--- config.mk ---
export PLATFORM = sky130hd
export DESIGN_NAME = display_mux_bcd
export DESIGN_NICKNAME = d
export VERILOG_FILES = /design/src/rtl/display_mux_bcd.sv
export SDC_FILE = /design/constraint.sdc
export NUM_CORES = 1
export LEC_CHECK = 0
export CAP_MARGIN = 20
export CORE_ASPECT_RATIO = 0.9
export CORE_MARGIN = 2
export CORE_UTILIZATION = 45
export DETAILED_ROUTE_END_ITERATION = 7
export GPL_TIMING_DRIVEN = 1
export PLACE_DENSITY = 0.67
export SLEW_MARGIN = 20
export SYNTH_ARGS = -nofsm -noshare
export SYNTH_HDL_FRONTEND = slang
export SYNTH_SLANG_ARGS = --single-unit
--- constraint.sdc ---
create_clock -name Clk -period 4.6 [get_ports Clk]
set_input_delay 0.92 -clock Clk [delete_from_list [all_inputs] [get_ports Clk]]
set_output_delay 0.92 -clock Clk [all_outputs]
set_load 0.02 [all_outputs]
--- src/rtl/display_mux_bcd.sv ---
// Multiplexed active-low 7-segment driver: sequential shift-add-3 binary-to-BCD conversion,
// leading-zero blanking, overflow dashes and round-robin digit scanning.
module display_mux_bcd #(
    parameter int unsigned W_IN     = 8,
    parameter int unsigned DIGITS   = 3,
    parameter int unsigned SCAN_DIV = 1000,
    parameter int unsigned BLANK_LZ = 1
) (
    input  logic              Clk,
    input  logic              Rst,
    input  logic [W_IN-1:0]   Frec,
    input  logic              Cargar,
    output logic              Listo,
    output logic              Desborde,
    output logic [7:0]        Seg,
    output logic [DIGITS-1:0] An
);

    localparam int unsigned BCD_W  = 4 * DIGITS;
    localparam int unsigned CNT_W  = $clog2(W_IN + 1);
    localparam int unsigned SCAN_W = $clog2(SCAN_DIV);
    localparam int unsigned IDX_W  = (DIGITS > 1) ? $clog2(DIGITS) : 1;

    typedef enum logic [1:0] {
        S_IDLE,
        S_CONV,
        S_COMMIT
    } state_t;

    state_t             r_state;
    state_t             w_state_nxt;
    logic               w_load;
    logic               w_shift_en;
    logic               w_commit;

    logic [W_IN-1:0]    r_bin;
    logic [BCD_W-1:0]   r_bcd;
    logic               r_ovf;
    logic [CNT_W-1:0]   r_cnt;
    logic [BCD_W-1:0]   r_disp;
    logic               r_desborde;
    logic               r_listo;

    logic [SCAN_W-1:0]  r_scan;
    logic [IDX_W-1:0]   r_idx;
    logic [7:0]         r_seg;
    logic [DIGITS-1:0]  r_an;

    logic [BCD_W-1:0]   w_adj;
    logic [3:0]         w_nib;
    logic               w_blank;
    logic [DIGITS-1:0]  w_blank_vec;
    logic [7:0]         w_seg_nxt;
    logic [DIGITS-1:0]  w_an_nxt;

    function automatic logic [7:0] seg_decode(input logic [3:0] nib);
        case (nib)
            4'd0:    seg_decode = 8'hC0;
            4'd1:    seg_decode = 8'hF9;
            4'd2:    seg_decode = 8'hA4;
            4'd3:    seg_decode = 8'hB0;
            4'd4:    seg_decode = 8'h99;
            4'd5:    seg_decode = 8'h92;
            4'd6:    seg_decode = 8'h82;
            4'd7:    seg_decode = 8'hF8;
            4'd8:    seg_decode = 8'h80;
            4'd9:    seg_decode = 8'h90;
            default: seg_decode = 8'hFF;
        endcase
    endfunction

    // State register
    always_ff @(posedge Clk) begin
        if (Rst) r_state <= S_IDLE;
        else     r_state <= w_state_nxt;
    end

    // Next-state and datapath strobes
    always_comb begin
        w_state_nxt = r_state;
        w_load      = 1'b0;
        w_shift_en  = 1'b0;
        w_commit    = 1'b0;
        case (r_state)
            S_IDLE: begin
                if (Cargar) begin
                    w_load      = 1'b1;
                    w_state_nxt = S_CONV;
                end
            end
            S_CONV: begin
                w_shift_en = 1'b1;
                if (r_cnt == CNT_W'(1)) w_state_nxt = S_COMMIT;
            end
            S_COMMIT: begin
                w_commit    = 1'b1;
                w_state_nxt = S_IDLE;
            end
            default: w_state_nxt = S_IDLE;
        endcase
    end

    // Add-3 correction on every nibble ahead of the shift
    always_comb begin
        w_adj = '0;
        for (int i = 0; i < int'(DIGITS); i++) begin
            if (r_bcd[4*i +: 4] >= 4'd5) w_adj[4*i +: 4] = r_bcd[4*i +: 4] + 4'd3;
            else                         w_adj[4*i +: 4] = r_bcd[4*i +: 4];
        end
    end

    // Conversion datapath; display registers only change on the commit cycle
    always_ff @(posedge Clk) begin
        if (Rst) begin
            r_bin      <= '0;
            r_bcd      <= '0;
            r_ovf      <= 1'b0;
            r_cnt      <= '0;
            r_disp     <= '0;
            r_desborde <= 1'b0;
            r_listo    <= 1'b1;
        end else begin
            if (w_load) begin
                r_bin <= Frec;
                r_bcd <= '0;
                r_ovf <= 1'b0;
                r_cnt <= CNT_W'(W_IN);
            end else if (w_shift_en) begin
                r_bin <= r_bin << 1;
                r_bcd <= {w_adj[BCD_W-2:0], r_bin[W_IN-1]};
                r_ovf <= r_ovf | w_adj[BCD_W-1];
                r_cnt <= r_cnt - CNT_W'(1);
            end
            if (w_commit) begin
                r_disp     <= r_bcd;
                r_desborde <= r_ovf;
            end
            r_listo <= (w_state_nxt == S_IDLE);
        end
    end

    // Scan timer and digit index
    always_ff @(posedge Clk) begin
        if (Rst) begin
            r_scan <= '0;
            r_idx  <= '0;
        end else if (r_scan == SCAN_W'(SCAN_DIV - 1)) begin
            r_scan <= '0;
            r_idx  <= (r_idx == IDX_W'(DIGITS - 1)) ? '0 : r_idx + IDX_W'(1);
        end else begin
            r_scan <= r_scan + SCAN_W'(1);
        end
    end

    // Digit select, leading-zero mask and segment lookup
    always_comb begin
        logic zero_above;
        w_nib       = 4'd0;
        w_blank     = 1'b0;
        w_blank_vec = '0;
        w_an_nxt    = '1;
        zero_above  = 1'b1;
        for (int i = int'(DIGITS) - 1; i >= 0; i--) begin
            zero_above     = zero_above & (r_disp[4*i +: 4] == 4'd0);
            w_blank_vec[i] = zero_above & (i > 0);
        end
        for (int i = 0; i < int'(DIGITS); i++) begin
            if (IDX_W'(i) == r_idx) begin
                w_nib       = r_disp[4*i +: 4];
                w_blank     = w_blank_vec[i];
                w_an_nxt[i] = 1'b0;
            end
        end
        if (r_desborde)                       w_seg_nxt = 8'hBF;
        else if ((BLANK_LZ != 0) && w_blank)  w_seg_nxt = 8'hFF;
        else                                  w_seg_nxt = seg_decode(w_nib);
    end

    always_ff @(posedge Clk) begin
        if (Rst) begin
            r_seg <= 8'hFF;
            r_an  <= '1;
        end else begin
            r_seg <= w_seg_nxt;
            r_an  <= w_an_nxt;
        end
    end

    assign Listo    = r_listo;
    assign Desborde = r_desborde;
    assign Seg      = r_seg;
    assign An       = r_an;

endmodule

==> After elaboration in Yosys (flattened, before gate mapping) <==
Memories as Yosys holds them, arrays and structs flattened.
Index checks and enable logic that the tools add are counted.
{ "word_totals": {"output_inout_bits": 13, "wordCells": 67, "in_bits": 11, "n_memories": 1, "mem_bits_ro": 112, "register_bits": 64} }
{ "op_classes": {"n_lt_le_gt_ge": 3, "mux": 25, "reduce_logical": 9, "eq_ne": 7, "add_sub_neg": 6, "bitwise_logic": 2} }
{ "mem_list": {"columns": ["name", "depth", "word_bits", "rd", "rd_ports_with_merged_regs", "write_ports", "line_no", "rtl"], "rows": [
  ["(name not given)", 16, 7, 1, 0, 0, "57", "case (nib)"]
]} }
{ "ops": {"columns": ["op", "n"], "rows": [
  ["4-bit two-way mux", 8],
  ["8-bit two-way mux", 2],
  ["7-bit two-way mux", 2],
  ["4-bit by 2-bit adder with 4-bit output (second input constant)", 3],
  ["4-bit by 3-bit >= comparator with 1-bit output (second input constant)", 3],
  ["10-bit by 1-bit adder with 10-bit output (second input constant)", 1],
  ["10-bit == test (second input constant)", 1],
  ["1-bit two-way mux", 9],
  ["4-bit zero test", 2],
  ["2-bit zero test", 3],
  ["2-bit two-way mux", 3],
  ["2-bit == test (second input constant)", 2],
  ["4-bit by 1-bit == test with 1-bit output (second input constant)", 1],
  ["2-bit case mux with 2 select lines", 1],
  ["2-bit OR reduction", 2],
  ["4-bit by 1-bit subtractor with 4-bit output (second input constant)", 1],
  ["3-bit OR reduction", 1],
  ["2-bit by 1-bit adder with 2-bit output (second input constant)", 1],
  ["1-bit by 2-bit == test with 1-bit output (first input constant)", 1],
  ["2-bit by 1-bit == test with 1-bit output (second input constant)", 1],
  ["2-bit == test (first input constant)", 1],
  ["2-bit nonzero test", 1],
  ["1-bit bitwise AND", 1],
  ["1-bit bitwise OR", 1]
]} }

==> Longest topological paths before layout <==
Gate-level depths: netlist (run 1).
An unclocked memory read counts as a cell.
{ "logic_depth": {"ltp_word": 7, "ltp_mapped": 9, "mapped_depth_nobuf": 8} }

==> Worst setup path after synthesis (run 1) <==
No wires, ideal clock.
{ "synth_path": {"path_type": "register to register", "startpoint": "register r_idx[0]", "endpoint": "register r_seg[6], in the netlist Seg[6]", "path_slack_ns": 2.692, "path_buffers": 1, "required_ns": 4.473, "period_less_slack_ns": 1.908, "setup_time_ns": 0.127, "arrival_ns": 1.781, "path_stages_with_launch": 9, "path_cell_list": "dfxtp_1 -> buf_6 -> mux2i_4 -> a2bb2oi_4 -> inv_2 -> ha_1 -> nor3_1 -> a211oi_1 -> or3_1"} }
{ "synth_via": {"elab_chain_cells": 7, "elab_cells_between_ends": 11, "cone_classes": "eq/ne (2); mux (7); reduce/logical (1); memory (1)"} }
{ "synth_rtl": {"columns": ["element", "line_no", "rtl"], "rows": [
  ["from (decl)", "45", "logic [IDX_W-1:0] r_idx;"],
  ["from (signal assigned)", "149", "r_idx <= (r_idx == IDX_W'(DIGITS - 1)) ? '0 : r_idx + IDX_W'(1);"],
  ["2-bit zero test", "168", "if (IDX_W'(i) == r_idx) begin"],
  ["4-bit two-way mux (3 in series)", "168", null],
  ["memory 16 x 7 bit", null, null],
  ["7-bit two-way mux *", "175", "else if ((BLANK_LZ != 0) && w_blank) w_seg_nxt = 8'hFF;"],
  ["7-bit two-way mux *", "174", "if (r_desborde) w_seg_nxt = 8'hBF;"],
  ["to (signal assigned)", "184", "r_seg <= w_seg_nxt;"],
  ["to (decl)", "46", "logic [7:0] r_seg;"]
]} }
Every way passes the cells marked *; elsewhere a longest branch is shown, timed or not.
A chain may end at the register's enable or synchronous reset.

==> Worst setup path after layout (run 1) <==
{ "layout_path": {"startpoint": "register r_desborde, in the netlist Desborde", "endpoint": "output port Desborde"} }
{ "layout_rtl": {"columns": ["element", "line_no", "rtl"], "rows": [
  ["from (decl)", "41", "logic r_desborde;"],
  ["from (signal assigned)", "136", "r_desborde <= r_ovf;"],
  ["to (decl)", "14", "output logic Desborde,"]
]} }
No word-level cell between the ends.

==> flow_summary.rst, run 1 <==
.. list-table::
   :header-rows: 1

   * - Metric
     - Value
   * - Required time of the worst setup path
     - 3.68 ns
   * - Share of flip-flops with an asynchronous set or reset
     - 0%
   * - Leakage power of the design
     - 1.151 nW
   * - Power after layout
     - 1.073 mW
   * - Final core area utilization
     - 53.80%
   * - Clock root buffer
     - sky130_fd_sc_hd__clkbuf_8
   * - Slack of the worst reg-to-reg path
     - 2.24 ns
   * - Number of inserted filler cells in the final layout
     - 587
   * - Stage delay of the slowest cell on the critical path
     - 0.67 ns
   * - Cts repair resizes
     - 0
   * - Mean routed wirelength per cell
     - 11.97 µm
   * - Buf+Inv Stages, Crit Path
     - 1
   * - Category of the worst setup path launch point
     - flip-flop
   * - Final std cell area, no fill
     - 3289 µm²
   * - Number of warnings issued by yosys
     - 0
   * - Die extent in x
     - 87.80 µm
   * - Type of destination of the critical path
     - primary output
   * - Number of distinct library cells after synthesis
     - 43
   * - Total Die Area
     - 6973 µm²
   * - Post-Synthesis Mean Instance Area
     - 8.592 µm²
   * - Crit Path Class
     - reg2out
   * - List of cells traversed by the critical path
     - clkdlybuf4s50_1
   * - Worst hold-check path type
     - reg2reg
   * - Number of core rows
     - 27
   * - Count leader, synth
     - sky130_fd_sc_hd__dfxtp_1
   * - Overflow after GRT
     - 0
   * - Boundary Pins
     - 24
   * - Nets in the synthesized netlist
     - 354
   * - DRT antenna net count
     - 0
   * - Setup Skew
     - 0.006992 ns
   * - Hold bufs inserted after CTS
     - 0
   * - Wire length of the first global-routing pass
     - 9.066 mm
   * - Fin crit share
     - 51.88%
   * - Maximum fanout along the worst path
     - 6
   * - Non-filler instance count after layout
     - 442
   * - Cells after synthesis
     - 331
   * - Setup total negative slack
     - 0 ns
   * - Top cell type's share of synthesized area
     - 44.35%
   * - Flip-flop and latch count after synthesis
     - 63
   * - Maximum clock path buffer count
     - 2
   * - Endpoint of the most critical register-to-register path
     - Seg[6]$_SDFF_PP1_
   * - Number of H-tree levels
     - 3
   * - Final slew viol count
     - 0
   * - Maximum number of pins on one net before global-route repair
     - 25
   * - Final weighted congestion in routability-driven placement
     - 0.7870
   * - Total wire length after detailed routing
     - 5.291 mm
   * - Inst Count DP
     - 426
   * - Slew at the pin closest to its max-slew limit
     - 0.7090 ns
   * - Share of cells above drive strength 1
     - 7.606%
   * - Setup repair after global routing missed its margin
     - no
   * - Dominant synthesized flop cell
     - sky130_fd_sc_hd__dfxtp_1
   * - Crit. Startpoint
     - Desborde$_SDFFE_PP0N_
   * - Minimum period implied by the final worst setup slack
     - 2.386 ns
   * - Crit-path slowest cell
     - sky130_fd_sc_hd__clkdlybuf4s50_1
   * - Kind of cell adding the most delay to the critical path
     - buffers and inverters
   * - Power density cells
     - 326.3 nW/µm²
   * - Clock sink total
     - 63
   * - Relative max-transition margin
     - 52.64%
   * - Slack of the critical path
     - 2.214 ns
   * - Post-CTS Setup Inserts
     - 0
   * - Synth top area cells
     - sky130_fd_sc_hd__dfxtp_1, sky130_fd_sc_hd__a21oi_1, sky130_fd_sc_hd__nand2_1
   * - CTS tree
     - done
   * - Pre-antenna DRT Iters
     - 4
   * - Smallest hold slack
     - 0.4635 ns
   * - Via count of the first global-routing pass
     - 2013
   * - Routed via count divided by cell count
     - 5.054
   * - Final setup vio count
     - 0
   * - Number of design rule violations left after detail routing
     - 0
   * - Hold-critical path endpoint
     - r_bin[4]$_SDFFE_PP0P_
   * - Seq/Total Area, Yosys
     - 44.35%
   * - Post-Syn Area
     - 2844 µm²
   * - Reg clk slew, reported paths
     - 0.07 ns
   * - Post-placement setup slack
     - 2.035 ns
   * - Worst IR Drop VDD
     - 0.3067 mV
   * - EDFF count, synth
     - 0
   * - Hold wc startpoint
     - r_bin[4]$_SDFFE_PP0P_
   * - Vias
     - 2234
   * - Placement Cell Area
     - 3114 µm²
   * - Vertical die dimension
     - 79.42 µm
   * - Commonest cells in the netlist
     - sky130_fd_sc_hd__dfxtp_1, sky130_fd_sc_hd__nand2_1, sky130_fd_sc_hd__a21oi_1, sky130_fd_sc_hd__nor2_1
   * - Hold Violations, Final
     - 0
   * - Signed area change from the synthesized netlist to the final layout
     - 15.66%
   * - Number of clock buffers inserted by TritonCTS
     - 9
   * - Fin nets
     - 373
   * - Crit Reg-Reg Startpoint
     - r_idx[0]$_SDFFE_PP0P_
   * - Outcome
     - completed
   * - Largest area contributor in the netlist
     - sky130_fd_sc_hd__dfxtp_1
   * - Maxcap violations
     - 0
   * - Overall routing resource usage
     - 16.70%
   * - Number of antenna violations at the first check in global routing
     - 0
   * - Worst skew pair latency
     - 0.33 ns
   * - Hold path depth
     - 2
   * - Core box area
     - 6115 µm²
   * - Peak Freq
     - 419.1 MHz
   * - Worst Reg2Reg Path Length in Cells
     - 7
   * - HPWL reported at the end of detailed placement
     - 3.685 mm
   * - # port buffers
     - 22
   * - Data arrival time of the worst path
     - 1.47 ns
   * - Antenna diodes
     - 0
   * - Starting density of the core
     - 46.51%
   * - Number of DRC markers after the initial detailed-route iteration
     - 106
## kinds of logic (layout without fill, tap and decap cells)
group / after synthesis / in the layout / share of synthesized area [%]
and+or+nand+nor: 127 / 127 / 20.63
adders and majority gates: 12 / 12 / 5.279
DFF: 63 / 63 / 44.35
muxes: 4 / 4 / 2.288
xor gates and xnor gates: 16 / 16 / 4.927
other: 1 / 1 / 0.1319
buffers and inverters: 27 / 51 / 4.048
AOI/OAI and AO/OA: 81 / 81 / 18.35
## worst max-delay path by stage
stage                       endpoint  cells after the start
2_1_floorplan      Seg[6]$_SDFF_PP1_                      8
3_3_place_gp   r_idx[0]$_SDFFE_PP0P_                      4
3_5_place_dp   r_idx[0]$_SDFFE_PP0P_                      4
4_1_cts                     Desborde                      1
5_1_grt            Seg[6]$_SDFF_PP1_                      7
6_report                    Desborde                      1
## registers in the layout, summed over array words and instances (netlist names)
signal    count
r_bcd        12
Desborde      1
r_state       2
r_disp       12
r_cnt         4
r_bin         8
Listo         1
An            3
r_scan       10
Seg           7
r_idx         2
r_ovf         1
## where the power goes
part	internal, mW	switching (mW)	leakage (nW)
registers	0.562	0.0105	0.513
clock network	0.209	0.204	0.0853
logic	0.0362	0.0507	0.552
total	0.807	0.266	1.15
## final cells by class
type,count,area (µm²),share of cell area [%]
sequential,63,1261,38.34
tap,87,108.9,3.309
timing repair buffer,24,235.2,7.151
clock inverter,5,33.78,1.027
multi-input combinational,241,1468,44.62
clock buffer,11,141.4,4.298
inverter,11,41.29,1.255
## placed cells by master, fill, tap and decap left out, types with 2 or more instances in the layout
master,instances
sky130_fd_sc_hd__a211oi_1,3
sky130_fd_sc_hd__a21oi_1,43
sky130_fd_sc_hd__a22oi_1,8
sky130_fd_sc_hd__a2bb2oi_4,2
sky130_fd_sc_hd__a31oi_1,2
sky130_fd_sc_hd__and2_1,4
sky130_fd_sc_hd__buf_4,2
sky130_fd_sc_hd__clkbuf_8,10
sky130_fd_sc_hd__clkdlybuf4s50_1,22
sky130_fd_sc_hd__clkinv_2,2
sky130_fd_sc_hd__clkinvlp_4,2
sky130_fd_sc_hd__dfxtp_1,63
sky130_fd_sc_hd__ha_1,12
sky130_fd_sc_hd__inv_1,9
sky130_fd_sc_hd__inv_2,2
sky130_fd_sc_hd__mux2i_1,2
sky130_fd_sc_hd__mux2i_4,2
sky130_fd_sc_hd__nand2_1,55
sky130_fd_sc_hd__nand2b_1,8
sky130_fd_sc_hd__nand3_1,6
sky130_fd_sc_hd__nand4_1,2
sky130_fd_sc_hd__nor2_1,28
sky130_fd_sc_hd__nor2b_1,3
sky130_fd_sc_hd__nor3_1,7
sky130_fd_sc_hd__o21ai_0,9
sky130_fd_sc_hd__o21ai_1,9
sky130_fd_sc_hd__or2_1,2
sky130_fd_sc_hd__or3_1,4
sky130_fd_sc_hd__xnor2_1,10
sky130_fd_sc_hd__xor2_1,6
## metal layers
layer	up-vias	wire [µm]	GRT usage (%)
met5	-	0	0
met4	0	49	6.000
met3	2	187	6.515
met2	32	2404	25.53
met1	1036	2649	21.32
li1	1164	-	-
## tightest hold or removal path: cells and delay by family, from the launching register on
kind / cells / cell delay [ns]
AOI/OAI and AO/OA: 1 / 0.05
DFF: 1 / 0.31
and+or+nand+nor: 1 / 0.05
No activity file was read; power rests on OpenSTA's default activity.
==> run 2: changes to the inputs <==
==> constraint.sdc (replaced) <==
create_clock -name Clk -period 2.2 [get_ports Clk]
set_input_delay 0.44 -clock Clk [delete_from_list [all_inputs] [get_ports Clk]]
set_output_delay 0.44 -clock Clk [all_outputs]
set_load 0.02 [all_outputs]
==> run 2 against run 1 <==
Critical path depth grew 6. Worst hold slack got worse by 0.021 ns. Register-to-register slack worse by 2.0 ns. Final cell count is 2.7% higher. Setup slack worse by 2.0 ns. Routed wire length shrank 2.5%. Die area stayed put. Power increased by 120%. Flip-flop and latch count did not move. Combinational power is 130% higher. Global-route usage about the same. Count of clock-buffer cells in the layout up 1. Critical path type is now reg2reg. Largest cell class unchanged. Highest routed layer unchanged.
==> flow_summary.rst, run 2 (synthesized netlist as in run 1, its figures left out) <==
.. list-table::
   :header-rows: 1

   * - Metric
     - Value
   * - Outcome
     - completed
   * - Overflow after GRT
     - 0 (unchanged)
   * - HPWL reported at the end of detailed placement
     - 3.801 mm (+3.2%)
   * - Fin crit share
     - 90.60%
   * - Number of design rule violations left after detail routing
     - 0 (unchanged)
   * - Reg clk slew, reported paths
     - 0.07 ns (about the same)
   * - Peak Freq
     - 501.7 MHz
   * - Post-CTS Setup Inserts
     - 0 (unchanged)
   * - Share of cells above drive strength 1
     - 10.35% (+2.7 points)
   * - Cts repair resizes
     - 0 (unchanged)
   * - Worst skew pair latency
     - 0.33 ns (about the same)
   * - Crit Path Class
     - reg2reg
   * - Setup Skew
     - 0.005977 ns (-0.001015 ns)
   * - Vias
     - 2237 (+0.13%)
   * - Final weighted congestion in routability-driven placement
     - 0.7912 (+0.53%)
   * - Type of destination of the critical path
     - flip-flop
   * - Maximum clock path buffer count
     - 2 (unchanged)
   * - Core box area
     - 6115 µm² (unchanged)
   * - Non-filler instance count after layout
     - 454 (+2.7%)
   * - Data arrival time of the worst path
     - 2.22 ns (+0.75 ns)
   * - Routed via count divided by cell count
     - 4.927 (-2.5%)
   * - Final slew viol count
     - 0 (unchanged)
   * - Setup repair after global routing missed its margin
     - no
   * - Endpoint of the most critical register-to-register path
     - Seg[6]$_SDFF_PP1_
   * - Maximum number of pins on one net before global-route repair
     - 19 (-24%)
   * - Clock sink total
     - 63 (unchanged)
   * - Number of antenna violations at the first check in global routing
     - 0 (unchanged)
   * - Crit-path slowest cell
     - sky130_fd_sc_hd__dfxtp_1
   * - Boundary Pins
     - 24 (unchanged)
   * - Hold path depth
     - 1 (-1)
   * - Final setup vio count
     - 0 (unchanged)
   * - Required time of the worst setup path
     - 2.42 ns (-1.26 ns)
   * - Hold Violations, Final
     - 0 (unchanged)
   * - Final core area utilization
     - 55.51% (+1.7 points)
   * - Power density cells
     - 694.8 nW/µm² (+110%)
   * - Worst IR Drop VDD
     - 0.3954 mV (+29%)
   * - Biggest regs
     - r_bcd (12), r_disp (12), r_scan (10)
   * - Most common library cell in the layout ignoring fill and taps
     - sky130_fd_sc_hd__dfxtp_1
   * - CTS tree
     - done
   * - Slew at the pin closest to its max-slew limit
     - 0.6348 ns (-0.07421 ns)
   * - Category of the worst setup path launch point
     - flip-flop
   * - Number of H-tree levels
     - 3 (unchanged)
   * - Stage delay of the slowest cell on the critical path
     - 0.52 ns (-0.15 ns)
   * - Slack of the critical path
     - 0.2068 ns (-2.007 ns)
   * - Vertical die dimension
     - 79.42 µm (unchanged)
   * - Total Die Area
     - 6973 µm² (unchanged)
   * - Setup total negative slack
     - 0 ns (unchanged)
   * - Hold bufs inserted after CTS
     - 0 (unchanged)
   * - Inst Count DP
     - 438 (+2.8%)
   * - Maximum fanout along the worst path
     - 5 (-1)
   * - # port buffers
     - 22 (unchanged)
   * - Maxcap violations
     - 0 (unchanged)
   * - Worst hold-check path type
     - reg2reg
   * - Overall routing resource usage
     - 16.71% (+0.018 points)
   * - Die extent in x
     - 87.80 µm (unchanged)
   * - Minimum period implied by the final worst setup slack
     - 1.993 ns
   * - Antenna diodes
     - 0 (unchanged)
   * - Signed area change from the synthesized netlist to the final layout
     - 19.36%
   * - Hold wc startpoint
     - r_scan[0]$_SDFF_PP0_
   * - Starting density of the core
     - 46.51% (unchanged)
   * - Clock root buffer
     - sky130_fd_sc_hd__clkbuf_8
   * - Hold-critical path endpoint
     - r_scan[0]$_SDFF_PP0_
   * - Relative max-transition margin
     - 57.68% (+5.0 points)
   * - Wire length of the first global-routing pass
     - 9.183 mm (+1.3%)
   * - Pre-antenna DRT Iters
     - 4 (unchanged)
   * - Worst Reg2Reg Path Length in Cells
     - 7 (unchanged)
   * - List of cells traversed by the critical path
     - mux2i_4 > a2bb2oi_4 > inv_2 > ha_1 > nor3_1 > a211oi_1 > or3_1
   * - Number of clock buffers inserted by TritonCTS
     - 9 (unchanged)
   * - Post-placement setup slack
     - 0.1997 ns (-1.835 ns)
   * - Via count of the first global-routing pass
     - 2068 (+2.7%)
   * - Mean routed wirelength per cell
     - 11.36 µm (-5.1%)
   * - DRT antenna net count
     - 0 (unchanged)
   * - Most frequent cells in the layout
     - sky130_fd_sc_hd__dfxtp_1, sky130_fd_sc_hd__nand2_1, sky130_fd_sc_hd__a21oi_1
   * - Buf+Inv Stages, Crit Path
     - 1 (unchanged)
   * - Leakage power of the design
     - 1.225 nW (+6.4%)
   * - Crit Reg-Reg Startpoint
     - r_idx[0]$_SDFFE_PP0P_
   * - Number of DRC markers after the initial detailed-route iteration
     - 93 (-12%)
   * - Number of core rows
     - 27 (unchanged)
   * - Total wire length after detailed routing
     - 5.158 mm (-2.5%)
   * - Slack of the worst reg-to-reg path
     - 0.21 ns (-2.03 ns)
   * - Kind of cell adding the most delay to the critical path
     - simple AND/OR/NAND/NOR gates
   * - Fin nets
     - 385 (+3.2%)
-- run 2: cell count changes in the layout (fill, tap and decap cells not counted), sizes merged --
cell,before,now
clkinvlp,2,0
clkbuf,11,12
bufinv,0,1
buf,2,14
-- run 2: worst register-to-register path, cell delays in order (launching register included) --
cell,delay (ns)
sky130_fd_sc_hd__dfxtp_1,0.52
sky130_fd_sc_hd__mux2i_4,0.31
sky130_fd_sc_hd__a2bb2oi_4,0.16
sky130_fd_sc_hd__inv_2,0.06
sky130_fd_sc_hd__ha_1,0.22
sky130_fd_sc_hd__nor3_1,0.20
sky130_fd_sc_hd__a211oi_1,0.07
sky130_fd_sc_hd__or3_1,0.34
-- run 2: layout make-up --
| class | count | area (µm²) |
|---|---|---|
| well taps | 87 | 108.9 |
| flip-flops and latches | 63 | 1261 |
| clock buffers | 12 | 145.1 |
| multi-input cells | 241 | 1468 |
| repair buffers | 36 | 325.3 |
| inverters | 11 | 41.29 |
| fillers | 564 | 2720 |
| clock inverters | 4 | 45.04 |
-- run 2: worst max-delay path by stage --
stage	slack, ns	start	cells after the start	end
2_1_floorplan	0.29	r_idx[0]$_SDFFE_PP0P_	8	Seg[6]$_SDFF_PP1_
5_1_grt	0.06	r_idx[0]$_SDFFE_PP0P_	7	Seg[6]$_SDFF_PP1_
3_3_place_gp	0.27	r_idx[0]$_SDFFE_PP0P_	7	Seg[6]$_SDFF_PP1_
3_5_place_dp	0.20	r_idx[0]$_SDFFE_PP0P_	7	Seg[6]$_SDFF_PP1_
6_report	0.21	r_idx[0]$_SDFFE_PP0P_	7	Seg[6]$_SDFF_PP1_
4_1_cts	0.19	r_idx[0]$_SDFFE_PP0P_	7	Seg[6]$_SDFF_PP1_
-- run 2: report_power, final --
group	switching [mW]	internal (mW)	leakage [nW]
Sequential	0.0207	1.18	0.513
Clock	0.417	0.549	0.100
Combinational	0.108	0.0881	0.612
-- run 2: per-stage QoR --
step / area, µm² / power (mW) / hold WS [ns]
2_1_floorplan: 2844 / 1.342 / 0.4130
3_3_place_gp: 3204 / 1.417 / 0.4277
3_5_place_dp: 3204 / 1.420 / 0.4398
4_1_cts: 3395 / 2.398 / 0.4470
5_1_grt: 3395 / 2.462 / 0.4683
6_report: 3395 / 2.358 / 0.4426
-- run 2: metal layers --
metal | global-route usage [%] | share of wire (%) | vias up
li1 | - | - | 1185
met1 | 20.90 | 51 | 1006
met2 | 26.59 | 44 | 35
met3 | 5.584 | 3.6 | 11
met4 | 6.308 | 1.7 | 0
met5 | 0 | 0 | -
